===== src/rtl/pc_subsys.sv =====
// Program-counter subsystem: holds the PC and selects increment, branch target or
// A-register value, loading on the falling clock edge when the branch/write enable allows.
module pc_subsys #(
   parameter int WIDTH    = 16,
   parameter int OFF_BITS = 12
) (
   input  logic             clk,
   input  logic             reset,
   input  logic             PCWrite,
   input  logic             BEQCond,
   input  logic             BNECond,
   input  logic             zero,
   input  logic [1:0]       PCSource,
   input  logic [WIDTH-1:0] IRw,
   input  logic [WIDTH-1:0] aWire,
   output logic [WIDTH-1:0] PCw
);

   logic [WIDTH-1:0] pc_r;
   logic [WIDTH-1:0] next_pc_s;
   logic             en_s;

   // Write enable and next-PC selection
   always_comb begin
      en_s      = PCWrite | (BEQCond & zero) | (BNECond & ~zero);
      next_pc_s = pc_r;
      case (PCSource)
         2'b00:   next_pc_s = pc_r + {{(WIDTH-1){1'b0}}, 1'b1};
         2'b01:   next_pc_s = {pc_r[WIDTH-1:OFF_BITS], IRw[OFF_BITS-1:0]};
         2'b10:   next_pc_s = aWire;
         2'b11:   next_pc_s = pc_r;
         default: next_pc_s = pc_r;
      endcase
   end

   // PC register, updated on the falling edge so it is stable through the whole high phase
   always_ff @(negedge clk or posedge reset) begin
      if (reset) begin
         pc_r <= {WIDTH{1'b0}};
      end else if (en_s) begin
         pc_r <= next_pc_s;
      end else begin
         pc_r <= pc_r;
      end
   end

   assign PCw = pc_r;

endmodule


===== config.mk =====
export PLATFORM = sky130hd
export DESIGN_NAME = pc_subsys
export DESIGN_NICKNAME = d
export VERILOG_FILES = /design/src/rtl/pc_subsys.sv
export SDC_FILE = /design/constraint.sdc
export NUM_CORES = 1
export LEC_CHECK = 0
export BUFFER_PORTS_ARGS = -buffer_cell sky130_fd_sc_hd__buf_2
export CAP_MARGIN = 40
export CORE_MARGIN = 2
export CORE_UTILIZATION = 45
export CTS_BUF_LIST = sky130_fd_sc_hd__clkbuf_8
export CTS_CLUSTER_DIAMETER = 40
export DETAILED_ROUTE_END_ITERATION = 10
export PLACE_DENSITY = 0.76
export SLEW_MARGIN = 20
export SYNTH_ARGS = -nofsm -noshare
export SYNTH_HDL_FRONTEND = slang
export SYNTH_SLANG_ARGS = --single-unit

===== constraint.sdc =====
create_clock -name clk -period 2.15 [get_ports clk]
set_input_delay 0.3225 -clock clk [delete_from_list [all_inputs] [get_ports clk]]
set_output_delay 0.3225 -clock clk [all_outputs]
set_load 0.02 [all_outputs]

==> key figures <==
Run status
  – Status: complete, but fails checks
  – Failing checks: negative setup slack

Clock tree
  – Total CTS buffers: 3
  – TritonCTS clock tree: built
  – Clock Tree Buf Depth: 2
  – CTS Hold Bufs: 0
  – Root Buffer Master: clkbuf_8
  – CTS Sinks: 16
  – CTS H-tree depth: 1
  – Clock Latency Late Sink: about 0.27 ns
  – Worst-path clk slew: 0.06 ns

Timing
  – Max-slew headroom: 0.655
  – Worst hold slack: 0.627 ns
  – Setup Skew: 0.00414 ns
  – Fin. Hold Viols: 0
  – Fin. max-slew vios: 0
  – Slack of the critical path: -0.317 ns
  – Least-Margin Pin Slew: 0.513 ns
  – Setup TNS: -4.38 ns
  – RSZ-0062 raised after global routing: true
  – Final setup viols: 32

Synthesis
  – Register area share after synthesis: 0.326
  – Most common cell in the netlist: dfrtn_1
  – Post-synth net total: 187
  – Yosys reg bits: 16
  – Synth Area per Inst: 8.58 sq um
  – Post-synth top area cell: dfrtn_1
  – Ys async rst share: 1.00
  – YS warnings: 0
  – Top cell type's share of synthesized area: 0.326
  – Top cells by count, synth: 16 x dfrtn_1, 12 x a21oi_1, 11 x nor2_1, 10 x nand3_1
  – Distinct cells, synth: 44
  – Post-Syn Instances: 143
  – Synth Flop Type: dfrtn_1
  – Mapped Area: between 1000 and 1500 sq um
  – Top cells by area, synth: dfrtn_1 33%, a221oi_1 5.0%, a21oi_1 4.9%
  – Post-synth EDFFs: 0

Global routing
  – Largest net degree at the start of global routing: 28
  – Vias in the first global route: 1,834
  – Gr usage total: 0.357
  – Antenna violations before repair: 0
  – GR Overflow Total: 0
  – First-pass GRT wire length: 8870 um

Job
  – Max-Cap Viols: 0

Setup path
  – Setup crit end kind: register
  – Crit path arrival time: approximately 1.5 ns
  – Critical path required time: 1.18 ns
  – Startpoint Class: input pin
  – CP max FO: 27
  – WS Path Type: input pin to register

Floorplan
  – Die H: ~56 um
  – Die Wd: between 50 and 60 um
  – Die footprint: 3160 sq um
  – Core area: approximately 2500 sq um
  – Row count: 18
  – Starting Density: 0.487
  – IO Count: between 50 and 60

Cells and area
  – Area Overhead vs Synth: 84.1%
  – Max reg flops: 16
  – Final instance area: 2260 sq um
  – Final net count: 278
  – Util after Layout: 0.896
  – Share of layout cells above drive strength 1: 0.571
  – Fill count: 115
  – Number of inserted diodes: 0

Power
  – Comb power frac: 0.601
  – Int Power: approximately 1.1 mW
  – Peak VDD IR: 0.000753 V
  – Switch share: 0.412
  – NetSw: 0.779 mW
  – Clock group share of total power: 0.155
  – Leakage dissipation: 1.02 nW
  – Seq pwr share: 0.244
  – Pwr/cell area: 837 nW/um^2

Route
  – Detailed Route WL: 6050 um
  – Via density: 6.93
  – Initial DRC Count: 201
  – DRC viols: 0
  – Via Count: 1,823
  – DRT antenna net count: 0
  – Avg WL per Cell: 23.0 um
  – DR pass1 iterations: 5

Placed design
  – IO Port Bufs: 51
  – DPL Wire Length: 2930 um
  – Placer Congestion: about 0.8
  – Area after DPL: 1810 sq um

Min path
  – Hold crit path type: register to register
## path summary, 6_finish.rpt
check / start / endpoint / slack (ns) / cells after the start
setup / recovery: PCSource[0] / PCw[11]$_DFFE_NP0P_ / -0.32 / 7
hold / removal: PCw[6]$_DFFE_NP0P_ / PCw[6]$_DFFE_NP0P_ / 0.63 / 2
setup reg to reg: PCw[0]$_DFFE_NP0P_ / PCw[14]$_DFFE_NP0P_ / 0.04 / 6
hold reg to reg: PCw[6]$_DFFE_NP0P_ / PCw[6]$_DFFE_NP0P_ / 0.63 / 2
max in group asynchronous: reset / PCw[10]$_DFFE_NP0P_ / 0.90 / 3
min in group asynchronous: reset / PCw[13]$_DFFE_NP0P_ / 1.02 / 3
## critical path, stage by stage
cell and delay [ns]:
buf_12 0.09, inv_8 0.03, ha_4 0.29, buf_12 0.20
o31ai_1 0.13, a21oi_1 0.34, nor2_2 0.08
## power by group through the flow
| stage | Sequential (mW) | Clock (mW) | Combinational (mW) |
|---|---|---|---|
| 5_1_grt | 0.469 | 0.299 | 1.19 |
| 3_3_place_gp | 0.439 | 0 | 0.793 |
| 4_1_cts | 0.456 | 0.281 | 0.995 |
| 2_1_floorplan | 0.622 | 0 | 0.295 |
| 6_report | 0.462 | 0.293 | 1.14 |
| 3_5_place_dp | 0.444 | 0 | 0.813 |
## kinds of logic after synthesis
family / Yosys count / synth area share
adders and majority gates: 4 / 0.0408
and+or+nand+nor: 56 / 0.264
buffers and inverters: 15 / 0.0500
DFF: 16 / 0.326
AOI/OAI and AO/OA: 51 / 0.311
muxes: 1 / 0.00816
## metrics by stage
| step | worst slack [ns] | power, mW | instances |
|---|---|---|---|
| after CTS | -0.200 | 1.73 | 258 |
| after detailed placement | -0.589 | 1.26 | 246 |
| after floorplan | -0.323 | 0.918 | 143 |
| after global placement | -0.541 | 1.23 | 246 |
| final | -0.317 | 1.89 | 263 |
| after global routing | -0.322 | 1.96 | 263 |
## final cells by class
cell class | count | area [sq um] | area share
inverter | 6 | 42.5 | 0.0188
tap | 30 | 37.5 | 0.0166
sequential | 16 | 400 | 0.177
timing repair buffer | 95 | 773 | 0.342
clock buffer | 4 | 55.1 | 0.0244
multi-input combinational | 112 | 951 | 0.421
## routing by layer
layer | share of wire | track usage | wire [um]
met1 | 0.35 | 0.394 | 2120
met2 | 0.51 | 0.629 | 3060
met3 | 0.091 | 0.0674 | 553
met4 | 0.052 | 0.214 | 315
met5 | 0 | 0 | 0
## what timing repair did
| item | in CTS | in global routing |
|---|---|---|
| buffers inserted | 8 | 6 |
| setup endpoints to repair | 32 | 32 |
| pin swaps | 20 | 9 |
| resized for setup | 58 | 13 |
## cells in the final DEF, fill, tap and decap left out, types with 4 or more instances in the layout
cell type and n:
a21oi_1 9, a221o_1 4, a221oi_2 5, buf_12 4
buf_2 32, buf_4 36, buf_6 22, clkbuf_8 4
dfrtn_1 16, nand2_1 7, nand3_1 8, nand4_1 5
nor2_1 10, o22a_1 5
(Power assumes the default switching activity.)
